**config.mk**
```make
export PLATFORM = sky130hd
export DESIGN_NAME = seq_pattern_tx
export DESIGN_NICKNAME = d
export VERILOG_FILES = /design/src/rtl/seq_pattern_tx.sv
export SDC_FILE = /design/constraint.sdc
export NUM_CORES = 1
export LEC_CHECK = 0
export BUFFER_PORTS_ARGS = -buffer_cell sky130_fd_sc_hd__clkbuf_2
export CORE_AREA = 2 2 91 93
export CTS_CLUSTER_SIZE = 8
export DETAILED_ROUTE_END_ITERATION = 7
export DIE_AREA = 0 0 93 95
export SKIP_LAST_GASP = 1
export SLEW_MARGIN = 10
export SYNTH_ARGS = -nofsm -noshare
export SYNTH_HDL_FRONTEND = slang
export SYNTH_SLANG_ARGS = --single-unit
```
**constraint.sdc**
```tcl
create_clock -name clk -period 2.8 [get_ports clk]
set_clock_uncertainty 0.15 [all_clocks]
set_input_delay 0.14 -clock clk [delete_from_list [all_inputs] [get_ports clk]]
set_output_delay 0.14 -clock clk [all_outputs]
set_load 0.1 [all_outputs]
```
**src/rtl/seq_pattern_tx.sv**
```systemverilog
// Serial pattern transmitter: sends a latched pattern MSB-first, one bit per clock,
// with optional repeats separated by idle gaps and a start/busy/done handshake.
module seq_pattern_tx #(
    parameter int unsigned PAT_W = 8,
    parameter int unsigned LEN_W = 4,
    parameter int unsigned REP_W = 4,
    parameter int unsigned GAP_W = 4
) (
    input  logic             clk,
    input  logic             rst_n,
    input  logic             start,
    input  logic             abort,
    input  logic [PAT_W-1:0] pattern,
    input  logic [LEN_W-1:0] pat_len,
    input  logic [REP_W-1:0] repeat_cnt,
    input  logic [GAP_W-1:0] gap_len,
    output logic             seq_out,
    output logic             bit_valid,
    output logic             busy,
    output logic             done,
    output logic [1:0]       state_out
);

    localparam int unsigned IDX_W = (PAT_W > 1) ? $clog2(PAT_W) : 1;

    typedef enum logic [1:0] {
        StIdle   = 2'd0,
        StSend   = 2'd1,
        StGap    = 2'd2,
        StFinish = 2'd3
    } state_e;

    state_e             state_q, state_d;
    logic [PAT_W-1:0]   pat_q, pat_d;
    logic [IDX_W-1:0]   top_q, top_d;
    logic [IDX_W-1:0]   bit_q, bit_d;
    logic [REP_W-1:0]   rep_q, rep_d;
    logic [GAP_W-1:0]   gap_q, gap_d;
    logic [GAP_W-1:0]   gcnt_q, gcnt_d;
    logic               seq_q, seq_d;
    logic               valid_q, valid_d;
    logic               busy_q, busy_d;
    logic               done_q, done_d;

    logic [LEN_W-1:0]   len_clamp;
    logic [IDX_W-1:0]   top_in;

    assign len_clamp = (pat_len > LEN_W'(PAT_W)) ? LEN_W'(PAT_W) : pat_len;
    assign top_in    = IDX_W'(len_clamp - 1'b1);

    always_comb begin
        state_d = state_q;
        pat_d   = pat_q;
        top_d   = top_q;
        bit_d   = bit_q;
        rep_d   = rep_q;
        gap_d   = gap_q;
        gcnt_d  = gcnt_q;
        seq_d   = 1'b0;
        valid_d = 1'b0;

        case (state_q)
            StIdle: begin
                // abort has priority over a simultaneous start
                if (start && !abort && (pat_len != '0)) begin
                    state_d = StSend;
                    pat_d   = pattern;
                    top_d   = top_in;
                    bit_d   = top_in;
                    rep_d   = repeat_cnt;
                    gap_d   = gap_len;
                    seq_d   = pattern[top_in];
                    valid_d = 1'b1;
                end
            end
            StSend: begin
                if (abort) begin
                    state_d = StIdle;
                end else if (bit_q == '0) begin
                    if (rep_q == '0) begin
                        state_d = StFinish;
                    end else begin
                        rep_d = rep_q - 1'b1;
                        bit_d = top_q;
                        if (gap_q != '0) begin
                            state_d = StGap;
                            gcnt_d  = gap_q;
                        end else begin
                            seq_d   = pat_q[top_q];
                            valid_d = 1'b1;
                        end
                    end
                end else begin
                    bit_d   = bit_q - 1'b1;
                    seq_d   = pat_q[bit_q - 1'b1];
                    valid_d = 1'b1;
                end
            end
            StGap: begin
                if (abort) begin
                    state_d = StIdle;
                end else if (gcnt_q == GAP_W'(1)) begin
                    state_d = StSend;
                    seq_d   = pat_q[bit_q];
                    valid_d = 1'b1;
                end else begin
                    gcnt_d = gcnt_q - 1'b1;
                end
            end
            StFinish: begin
                state_d = StIdle;
            end
            default: begin
                state_d = StIdle;
            end
        endcase

        busy_d = (state_d == StSend) || (state_d == StGap);
        done_d = (state_d == StFinish);
    end

    always_ff @(posedge clk or negedge rst_n) begin
        if (!rst_n) begin
            state_q <= StIdle;
            pat_q   <= '0;
            top_q   <= '0;
            bit_q   <= '0;
            rep_q   <= '0;
            gap_q   <= '0;
            gcnt_q  <= '0;
            seq_q   <= 1'b0;
            valid_q <= 1'b0;
            busy_q  <= 1'b0;
            done_q  <= 1'b0;
        end else begin
            state_q <= state_d;
            pat_q   <= pat_d;
            top_q   <= top_d;
            bit_q   <= bit_d;
            rep_q   <= rep_d;
            gap_q   <= gap_d;
            gcnt_q  <= gcnt_d;
            seq_q   <= seq_d;
            valid_q <= valid_d;
            busy_q  <= busy_d;
            done_q  <= done_d;
        end
    end

    assign seq_out   = seq_q;
    assign bit_valid = valid_q;
    assign busy      = busy_q;
    assign done      = done_q;
    assign state_out = state_q;

endmodule
```
# --- After elaboration in Yosys (flattened, before gate mapping) ---
# Cells that the tools add are included.
classes:
  magnitude_cmp: 5
  addsub: 4
  mux: 50
  n_eq_ne: 15
  reduce_logical: 15
ops:
  columns: ["op", "n"]
  rows:
  - ["2-to-1 mux 4 bit", 10]
  - ["2-to-1 mux 1 bit", 18]
  - ["< comparator 3 x 4 -> 1 bit (second input constant)", 4]
  - ["case mux 4 bit (2 select lines)", 2]
  - ["2-to-1 mux 3 bit", 5]
  - ["2-to-1 mux 2 bit", 7]
  - ["!= test 2 bit (second input constant)", 7]
  - ["binary-select mux 1 bit (select 3 bit)", 4]
  - ["equality test 2 bit (second input constant)", 4]
  - ["case mux 2 bit (4 select lines)", 1]
  - ["nonzero test 4 bit", 2]
  - ["subtractor 4 x 1 -> 4 bit (second input constant)", 2]
  - ["AND reduction 7 bit", 1]
  - ["case mux 1 bit (3 select lines)", 2]
  - ["case mux 3 bit (2 select lines)", 1]
  - ["subtractor 3 x 1 -> 3 bit (second input constant)", 2]
  - ["AND reduction 5 bit", 1]
  - ["equality test 2 x 1 -> 1 bit (second input constant)", 2]
  - ["equality test 4 x 1 -> 1 bit (second input constant)", 1]
  - ["greater-than comparator 4 bit (second input constant)", 1]
  - ["logical NOT 4 bit", 1]
  - ["AND reduction 4 bit", 1]
  - ["nonzero test 2 bit", 2]
  - ["logical NOT 3 bit", 1]
  - ["other kinds (6)", 7]
totals:
  output_inout_bits: 6
  word_cells: 100
  reg_bits: 32
  inputBits: 24

# --- Longest topological paths before layout ---
# Gate-level depths: netlist (run 1).
depth:
  depth_word: 8
  ltp_mapped: 8
  ltp_nobuf: 7

# --- Worst setup path after synthesis (run 1) ---
# No wires, ideal clock.
synth_timing:
  kind: "register to register"
  startpoint: "reg state_q[1] (netlist: state_out[1])"
  endpoint: "reg busy_q (netlist: busy)"
  synth_period_minus_slack_ns: 2.505
  arrival_time_ns: 2.229
  stages_incl_launch_ff: 6
  setup_ns: 0.126
  required_ns: 2.524
  n_path_buf: 1
  setup_slack_ns: 0.295
  cell_sequence: "dfrtp_1 > nor2_1 > and4b_1 > buf_2 > or3_1 > ha_1"
synth_via:
  elab_cells_between_ends: 15
  classes_between: "eq/ne: 5; mux: 8; reduce/logical: 2"
synth_rtl:
  columns: ["item", "line", "source"]
  rows:
  - ["start, declared", "33", "state_e state_q, state_d;"]
  - ["start signal, assigned", "124", "state_q <= StIdle;"]
  - ["start signal, assigned", "136", "state_q <= state_d;"]
  - ["equality test 2 bit (tied with other cells)", "62", "case (state_q)"]
  - ["case mux 2 bit (4 select lines) *", "62", null]
  - ["via state_d[0]", "33", null]
  - ["equality test 2 x 1 -> 1 bit / equality test 2 bit (equally long branches)", "118", "busy_d = (state_d == StSend) || (state_d == StGap);"]
  - ["logical OR 1 bit *", "118", null]
  - ["via busy_d", "42", "logic busy_q, busy_d;"]
  - ["end signal, assigned", "145", "busy_q <= busy_d;"]
  - ["end, declared", "42", null]
# Mark *: on every way through the listed nets, which the timed path passes. The rest lies on a longest branch.
# A chain may end at the register's enable or synchronous reset.

# --- Final worst setup path (run 1) ---
layout_timing:
  startpoint: "reg bit_q[0]"
  endpoint: "reg bit_q[0]"
layout_via:
  elab_chain_cells: 4
  elab_cells_between_ends: 7
  classes_between: "add/sub: 1; eq/ne: 1; mux: 3; reduce/logical: 2"
layout_lines:
  columns: ["item", "line", "source"]
  rows:
  - ["start, declared", "36", "logic [IDX_W-1:0] bit_q, bit_d;"]
  - ["start signal, assigned", "139", "bit_q <= bit_d;"]
  - ["subtractor 3 x 1 -> 3 bit / logical NOT 3 bit (equally long branches)", "94, 79", null]
  - ["2-to-1 mux 3 bit", "79", "end else if (bit_q == '0) begin"]
  - ["2-to-1 mux 3 bit", "77", "if (abort) begin"]
  - ["case mux 3 bit (2 select lines)", "62", null]
# Parallel ways exist; a longest one is shown, timed or not. The select of a mux whose other input is x is not followed.

==> metrics, run 1 <==
status=finished, final reports clean; Die Ht=95 um; Syn. warnings=0; Cell Rows=33; Synth-to-Final Area Change=26.21%; initial DRC count=106; input/output buffers=29; Netlist cell types=40; Max-cap violations=0; total grt overflow=0; I/O pin count=30; crit share post-route=a little over four fifths; fill cell count=847; RSZ-0062 raised after global routing=false; final WL=4523 um; Final Cell Area=about 2400 um2; post-route worst setup slack=459.3 ps; area leader, netlist=dfrtp_1; Worst-Skew Late Latency=290 ps; Worst R2R Path Depth=7; clock sinks=32; CORE AREA=7928 um2; CTS Buffer Depth=2; Reg clk slew, reported paths=80 ps; Power Density=767.8 nW/um2; Pleak=approximately 0.0011 uW; Crit. End Element=register; critical path class=register to register; die area=between 8000 and 9000 um2; placed cell areas=2183 um2; worst-margin pin slew=818.4 ps; Die W=approximately 93 um; DRC viols=0; first-pass GRT wire length=7417 um; Fmax achieved=around 430 MHz; #FFs+latches synth=32; hold path depth=3; worst path arrival time=2370 ps; Post-DP HPWL=3397 um; number of global-route vias before repair=1,480; Syn Inst Count=199; Tmin final=~2300 ps; max_slew headroom=45.44%; total negative slack=0 ps; peak supply drop=roughly 230 uV; Slew Limit Fails=0; H-tree depth=2; Root Driver=clkbuf_8; largest net degree at the start of global routing=33; post_cts resized=0; GRT Util Overall=between 10% and 20%; critical path required time=between 2000 and 3000 ps; CP max FO=7; initial antenna violation count=0; First-pass DRT Iterations=4; post-route ant nets=0; total CTS buffers=5; Avg Cell Area, Syn=9.620 um2; endpoints failing setup=0; critical path startpoint category=register; fin nets=276; Synth Cell Area=between 1500 and 2000 um2; ratio of cells with drive above 1 in the final layout=23.58%; syn_nets=230; routed length per instance=between 10 and 15 um; Synth top area share=41.83%; hold crit path type=input pin to register; sequential fraction of the synthesis area=41.83%; most frequent cells in the layout=41 x nand2_1, 32 x dfrtp_1, 29 x clkbuf_2; Via density=4.564; leading cell type in the layout, fill and taps excluded=nand2_1; DR vias=1,602; ANT cells=0; Placer Congestion=0.8891; Min Hold Slack=2.636 ps; top area cells in the synthesized netlist=dfrtp_1 42%, mux4_2 9.4%, nand2_1 8.0%, ha_1 4.6%, a21oi_1 3.9%; initial core utilization=24.15%; TritonCTS clock tree=yes; Placement Setup Slack=471.3 ps; final hold violations=0
==> layout make-up <==
cell class / instances / area [um2] / area share, %
Multi-Input combinational cell: 150 / 1039 / 42.98
Clock inverter: 3 / 23.77 / 0.9839
Timing Repair Buffer: 48 / 322.8 / 13.36
Clock buffer: 5 / 68.82 / 2.848
Inverter: 8 / 30.03 / 1.243
Sequential cell: 32 / 800.8 / 33.14
Tap cell: 105 / 131.4 / 5.438
==> final timing paths <==
check	startpoint	end	slack [ps]
max	bit_q[0]$_DFFE_PN0P_	bit_q[0]$_DFFE_PN0P_	460
min	repeat_cnt[1]	rep_q[1]$_DFFE_PN0P_	3
max reg2reg	bit_q[0]$_DFFE_PN0P_	bit_q[0]$_DFFE_PN0P_	460
min reg2reg	gap_q[2]$_DFFE_PN0P_	gap_q[2]$_DFFE_PN0P_	360
max in group asynchronous	rst_n	rep_q[3]$_DFFE_PN0P_	1660
min in group asynchronous	rst_n	gap_q[0]$_DFFE_PN0P_	320
==> synth_stat cells (all sizes together) <==
cell,instances
nand2,41
dfrtp,32
a21oi,16
nor2,12
o21ai,12
inv,8
mux4,8
ha,7
nand2b,6
nor3,6
clkbuf,5
nor2b,5
buf,4
nor3b,4
or3,4
nand3,3
o211ai,3
mux2i,2
o21a,2
or4,2
xnor2,2
a2111oi,1
a211oi,1
a22oi,1
a31oi,1
a41oi,1
and4b,1
mux2,1
nand4b,1
nor4,1
o2111ai,1
o221a,1
o22ai,1
o311ai,1
o32a,1
or3b,1
==> power by group <==
part | internal [uW] | switching [uW] | leakage (uW)
clock network | 176 | 197 | 0.0000404
logic | 340 | 378 | 0.000630
registers | 602 | 163 | 0.000391
total | 1120 | 738 | 0.00106
==> through the flow <==
step | total power [uW] | cells | util [%]
after detailed placement | 1481 | 329 | 27.54
after CTS | 1868 | 351 | 30.48
after floorplan | 1319 | 199 | -
after global placement | 1461 | 329 | 27.54
after global routing | 1980 | 351 | 30.48
final | 1855 | 351 | 30.48
==> worst max-delay path, cell delays in order, from the launching register on <==
cell	delay [ps]
dfrtp_1	520
inv_1	130
ha_1	260
nand2b_2	140
nor2_1	90
a2111oi_4	520
o21ai_0	140
o221a_2	270
==> routing by layer <==
layer / vias up / global-route usage, % / share of wire (%) / wire (um)
li1: 801 / - / - / -
met1: 760 / 13.89 / 45 / 2047
met2: 31 / 17.75 / 49 / 2209
met3: 10 / 2.314 / 3.3 / 148
met4: 0 / 4.534 / 2.6 / 117
met5: - / 0 / 0 / 0
==> cell families after synthesis <==
family	count (synthesis)	synth area share, %
and+or+nand+nor	87	22.09
AOI/OAI and AO/OA	43	15.62
DFF	32	41.83
buffers and inverters	17	3.921
muxes	11	11.05
adders and majority gates	7	4.575
xor gates and xnor gates	2	0.9152
==> what timing repair did <==
action	CTS	global route
endpoints found under the hold margin	45	0
setup buffers	0	0
hold buffers	14	0
==> registers in the layout, indices dropped and copies added, names as in the netlist <==
signal     flops
pat_q          8
gap_q          4
gcnt_q         4
rep_q          4
bit_q          3
top_q          3
state_out      2
bit_valid      1
busy           1
done           1
seq_out        1
No activity file was read; power rests on OpenSTA's default activity.
==> inputs of run 2 (changes only) <==
Settings changed: ABC_AREA from default to 1, CORE_AREA 2 2 91 93 to 2 2 94 96, DIE_AREA 0 0 93 95 to 0 0 96 98.
Clock period 2.8 ns to 2 ns, I/O delays scaled along.
==> run 2 against run 1 <==
Routed wire length is 8.7% higher. Register-to-register slack worse by 320 ps. Final cell count is 26% higher. Combinational power is 89% higher. Critical path type unchanged. First-iteration DRC count is 12% lower. Clock power is 64% higher. Fmax is 25% higher. Synthesized cell count is 42% higher. Area after synthesis is 6.4% higher. Sequential cell count stayed put. Critical path depth is 2 higher. Worst hold slack better by 7.0 ps.
==> metrics, run 2 <==
Pleak=0.001334 uW (+26%); Die Ht=98 um (+3.2%); Reg clk slew, reported paths=70 ps (about the same); Die W=96 um (+3.2%); first-pass GRT wire length=8631 um (+16%); Fmax achieved=536.0 MHz (+25%); Min Hold Slack=9.645 ps (+7.009 ps); worst-margin pin slew=798.8 ps (-19.66 ps); Syn Inst Count=282 (+42%); total CTS buffers=5 (unchanged); Syn. warnings=0 (unchanged); peak supply drop=455.1 uV (+100%); ANT cells=0 (unchanged); ratio of cells with drive above 1 in the final layout=17.61% (-6.0 points); number of global-route vias before repair=1,910 (+29%); die area=9408 um2 (+6.5%); Worst-Skew Late Latency=290 ps (about the same); hold crit path type=input pin to register; crit share post-route=93.28% (+9.7 points); Power Density=1135 nW/um2 (+48%); slowest stage cell, crit path=dfrtp_1; initial DRC count=93 (-12%); Final Power=2967 uW (+60%); clock sinks=32 (unchanged); Netlist cell types=32 (-20%); fin util=30.88% (+0.40 points); I/O pin count=30 (unchanged); CP max FO=4 (-3); Top cell by count, worst path=inv_1; Placer Congestion=0.8684 (-2.3%); critical path required time=2020 ps (-810 ps); most common cell in the netlist=nand2_1; fin nets=365 (+32%); largest net degree at the start of global routing=33 (unchanged); Worst R2R Path Depth=9 (+2); critical path depth=9 (+2); Biggest register=pat_q; final hold violations=0 (unchanged); routed length per instance=11.10 um (-14%); total grt overflow=0 (unchanged); Crit. End Element=register; endpoints failing setup=0 (unchanged); final WL=4917 um (+8.7%); critical path class=register to register; Synth top area share=39.31% (-2.5 points); Tmin final=1866 ps (-475.1 ps); worst path arrival time=1880 ps (-490 ps); max_slew headroom=46.75% (+1.3 points); most frequent cells in the layout=76 x nand2_1, 44 x inv_1, 32 x nand3_1; initial antenna violation count=0 (unchanged); Slew Limit Fails=0 (unchanged); First-pass DRT Iterations=4 (unchanged); synth cell count leaders=76 x nand2_1, 44 x inv_1, 32 x dfrtp_1, 32 x nand3_1, 26 x o21ai_0; Post-DP HPWL=3814 um (+12%); total negative slack=0 ps (unchanged); Synth-to-Final Area Change=28.32%; #FFs+latches synth=32 (unchanged); RSZ-0062 raised after global routing=false; post-route ant nets=0 (unchanged); hold path depth=5 (+2); max reg flops=8 (unchanged); Max-cap violations=0 (unchanged); GRT Util Overall=11.47% (+0.65 points); Synth async-reset ratio=100.0% (unchanged); critical path startpoint category=register; worst path cell trace=inv_1, ha_1, inv_1, nor2_1, nand2_1, inv_1, o21ai_0, o21ai_1, ha_1; DRC viols=0 (unchanged); Cell Rows=34 (+3.0%); Avg Cell Area, Syn=7.223 um2 (-25%); CP max stage delay=370 ps (-150 ps); input/output buffers=29 (unchanged); Worst R2R Setup Slack=130 ps (-320 ps); CTS Buffer Depth=2 (unchanged); TritonCTS clock tree=yes; initial core utilization=24.06% (-0.086 points); H-tree depth=2 (unchanged); CP top delay family=adder cells; leading cell type in the layout, fill and taps excluded=nand2_1; DR vias=1,935 (+21%); Buf/Inv on CP=3 (+2); Root Driver=clkbuf_8; Synth Cell Area=2037 um2 (+6.4%); area leader, netlist=dfrtp_1; sequential fraction of the synthesis area=39.31% (-2.5 points); CORE AREA=8466 um2 (+6.8%); syn_nets=313 (+36%); Post-synth EDFFs=0 (unchanged); status=finished, final reports clean; top area cells in the synthesized netlist=dfrtp_1 39%, nand2_1 14%, inv_1 8.1%, nand3_1 7.9%, o21ai_0 6.4%; Via density=4.368 (-4.3%); Synth Flop Type=dfrtp_1
run 2: kinds of logic (layout without fill, tap and decap cells):
family / Yosys count / count (layout) / synth area share [%]
simple gates: 143 / 143 / 32.99
xor+xnor: 1 / 1 / 0.4301
fa+ha+maj: 7 / 7 / 4.300
compound gates: 49 / 49 / 13.33
buf+inv: 50 / 103 / 9.643
flops: 32 / 32 / 39.31
run 2: routing by layer:
metal  global-route usage, %  up-vias  wire length [um]
li1                        -     1008                 -
met4                   3.187        0                36
met3                   2.160        5               113
met1                   14.44      897              2287
met5                       0        -                 0
met2                   19.76       25              2480
run 2: power breakdown:
part	internal, uW	leakage (uW)	switching [uW]
combinational	482	0.000891	873
sequential	848	0.000389	151
clock	368	0.0000541	245
total	1700	0.00133	1270
run 2: layout make-up:
cell class                 count  area (um2)
fill                         920        5852
multi-input combinational    200        1040
sequential                    32       803.3
timing repair buffer          49       347.8
inverter                      46       176.4
tap                          108       135.1
clock buffer                   5       68.82
clock inverter                 3       42.54
run 2: worst reg2reg max path, cell delays in order, from the launching register on:
cell and delay, ps:
dfrtp_1 370, inv_1 90, ha_1 170, inv_1 40
nor2_1 100, nand2_1 130, inv_1 100, o21ai_0 110
o21ai_1 230, ha_1 260
run 2: through the flow:
stage | setup slack [ps] | cell area, um2 | instances
floorplan | 2.360 | 2039 | 282
global placement | 173.7 | 2332 | 418
detailed placement | 70.55 | 2332 | 418
CTS | 55.80 | 2604 | 442
global route | 20.43 | 2614 | 443
finish | 134.4 | 2614 | 443
run 2: repair_timing:
action                                 in CTS  in global routing
hold buffers                               16                  0
buffers inserted                            0                  1
endpoints found under the hold margin      47                  0
setup endpoints to repair                   0                  1
resized for setup                           0                  2
run 2: worst paths after layout:
kind,to,start
setup / recovery,busy$_DFF_PN0_,rep_q[0]$_DFFE_PN0P_
hold / removal,rep_q[0]$_DFFE_PN0P_,repeat_cnt[0]
setup reg to reg,busy$_DFF_PN0_,rep_q[0]$_DFFE_PN0P_
hold reg to reg,gcnt_q[3]$_DFFE_PN0P_,gcnt_q[3]$_DFFE_PN0P_
max in group asynchronous,state_out[0]$_DFF_PN0_,rst_n
min in group asynchronous,rep_q[2]$_DFFE_PN0P_,rst_n
==> inputs of run 3 (changes only) <==
Settings changed: ABC_AREA 1 to default, CORE_AREA 2 2 94 96 to 2 2 91 93, DIE_AREA 0 0 96 98 to 0 0 93 95.
==> run 3 against run 2 <==
Fmax shrank 8.1%. Global-route usage grew 0.88 points. The run now ends with negative hold slack, negative setup slack left. Final cell count shrank 13%. Critical endpoint is now gcnt_q[1]$_DFFE_PN0P_. Routed wire length grew 2.7%. Sequential cell count is the same.
==> metrics, run 3 (same netlist as run 1, synthesis figures left out) <==
largest net degree at the start of global routing=18 (-45%); CTS Buffer Depth=2 (unchanged); status=finished, violations left; final hold violations=1 (+1); Min Hold Slack=-4.212 ps (-13.86 ps); Placement Setup Slack=-67.06 ps (-137.6 ps); First-pass DRT Iterations=4 (unchanged); critical path required time=2060 ps (+40 ps); peak supply drop=423.8 uV (-6.9%); input/output buffers=29 (unchanged); DRC viols=0 (unchanged); ratio of cells with drive above 1 in the final layout=37.63% (+20 points); number of global-route vias before repair=1,738 (-9.0%); hold_sp=repeat_cnt[3]; crit share post-route=101.5% (+8.2 points); Crit. Startpoint=rep_q[0]$_DFFE_PN0P_; Crit. End Element=register; routed length per instance=13.15 um (+19%); Worst R2R Path Depth=8 (-1); most frequent cells in the layout=41 x nand2_1, 35 x buf_4, 30 x dfrtp_1; Biggest register=pat_q; fin nets=309 (-15%); hold path depth=3 (-2); Final Power=3117 uW (+5.1%); post-route ant nets=0 (unchanged); failing checks=negative hold slack, negative setup slack; Metal-1 WL=2253 um (-1.5%); Max-cap violations=0 (unchanged); Worst-Skew Late Latency=290 ps (about the same); I/O pin count=30 (unchanged); CORE AREA=7928 um2 (-6.4%); GRT Util Overall=12.36% (+0.88 points); final WL=5051 um (+2.7%); Cell Rows=33 (-2.9%); worst-margin pin slew=546.5 ps (-252.3 ps); Slew Limit Fails=0 (unchanged); hold crit path type=input pin to register; Synth-to-Final Area Change=44.97%; Power Density=1123 nW/um2 (-1.1%); Die W=93 um (-3.1%); Post-DP HPWL=3773 um (-1.1%); first-pass GRT wire length=8514 um (-1.4%); Top Metal Used=met4; WL met3=170 um (+50%); Root Driver=clkbuf_8; total grt overflow=0 (unchanged); critical path startpoint category=register; DR vias=1,762 (-8.9%); area of the multi-input gates=1115 um2 (+7.2%); Reg clk slew, reported paths=70 ps (about the same); worst path arrival time=2090 ps (+210 ps); initial DRC count=127 (+37%); endpoints failing setup=3 (+3); critical path class=register to register; Pleak=0.001242 uW (-6.9%); max_slew headroom=63.72% (+17 points); post-route worst setup slack=-30.39 ps (-164.8 ps); Die Ht=95 um (-3.1%); fill cell count=848 (-7.8%); Placer Congestion=0.8205 (-5.5%); die area=8835 um2 (-6.1%); CP max FO=7 (+3); TritonCTS clock tree=yes; Via density=4.589 (+5.1%); routed wl met2=2563 um (+3.3%); total CTS buffers=5 (unchanged); worst r2r dst=gcnt_q[1]$_DFFE_PN0P_; reg2reg start=rep_q[0]$_DFFE_PN0P_; Fmax achieved=492.5 MHz (-8.1%); RSZ-0062 raised after global routing=true; FF/Latch Area=808.3 um2 (+0.62%); Tmin final=2030 ps (+164.8 ps); Worst R2R Setup Slack=-30 ps (-160 ps); clock sinks=32 (unchanged); leading cell type in the layout, fill and taps excluded=nand2_1; initial core utilization=24.15% (+0.086 points); max reg flops=8 (unchanged); H-tree depth=2 (unchanged); Hold Path End=rep_q[3]$_DFFE_PN0P_; initial antenna violation count=0 (unchanged); ANT cells=0 (unchanged); fin util=35.01% (+4.1 points)
run 3: cell types whose count changed in the layout (fill, tap and decap cells not counted), moves of 6 or more:
cell	previous run	this run
buf_4	3	35
inv_1	44	4
mux4_2	0	8
nand2_1	76	41
nand3_1	32	3
nor2_1	17	11
o21ai_0	25	11
run 3: stage by stage:
step           std cells  setup TNS, ps  cell area [um2]
2_1_floorplan        199         -41.03             1954
3_5_place_dp         353         -327.9             2401
3_3_place_gp         353         -111.0             2401
4_1_cts              380         -97.94             2745
5_1_grt              384         -436.0             2775
6_report             384         -46.28             2775
run 3: layer usage:
| layer | GRT usage [%] | vias up |
|---|---|---|
| li1 | - | 867 |
| met5 | 0 | - |
| met2 | 20.95 | 33 |
| met1 | 15.55 | 856 |
| met4 | 4.657 | 0 |
| met3 | 2.554 | 6 |
run 3: critical path: stages, from the launching register on:
cell and delay [ps]:
dfrtp_1 370, inv_2 60, ha_4 160, buf_6 110, nor3b_4 140, or4_4 500, a21oi_4 250, o211ai_1 130
o21ai_1 80
run 3: final cells by class:
type	instances	share of cell area (%)
clock inverter	3	1.533
multi-input combinational	150	40.17
sequential	32	29.13
clock buffer	5	2.480
inverter	8	1.082
tap	105	4.734
timing repair buffer	81	20.87
run 3: worst max path at each step:
| stage | to | slack (ps) | depth (start not counted) |
|---|---|---|---|
| finish | gcnt_q[1]$_DFFE_PN0P_ | -30 | 8 |
| global placement | busy$_DFF_PN0_ | -30 | 7 |
| detailed placement | gcnt_q[3]$_DFFE_PN0P_ | -70 | 8 |
| global route | gcnt_q[1]$_DFFE_PN0P_ | -100 | 8 |
| floorplan | busy$_DFF_PN0_ | -20 | 5 |
| CTS | gcnt_q[1]$_DFFE_PN0P_ | -50 | 8 |
run 3: timing repair:
item / 4_1_cts / 5_1_grt
buffers inserted: 3 / 4
endpoints found under the hold margin: 31 / 0
resized for setup: 15 / 1
hold buffers: 16 / 0
endpoints found under the setup margin: 9 / 10
pin swaps: 5 / 8
run 3: power breakdown:
group          leakage (uW)  internal, uW  switching, uW
combinational      0.000800           764            698
sequential         0.000388           846            184
clock             0.0000541           369            256
total               0.00124          1980           1140
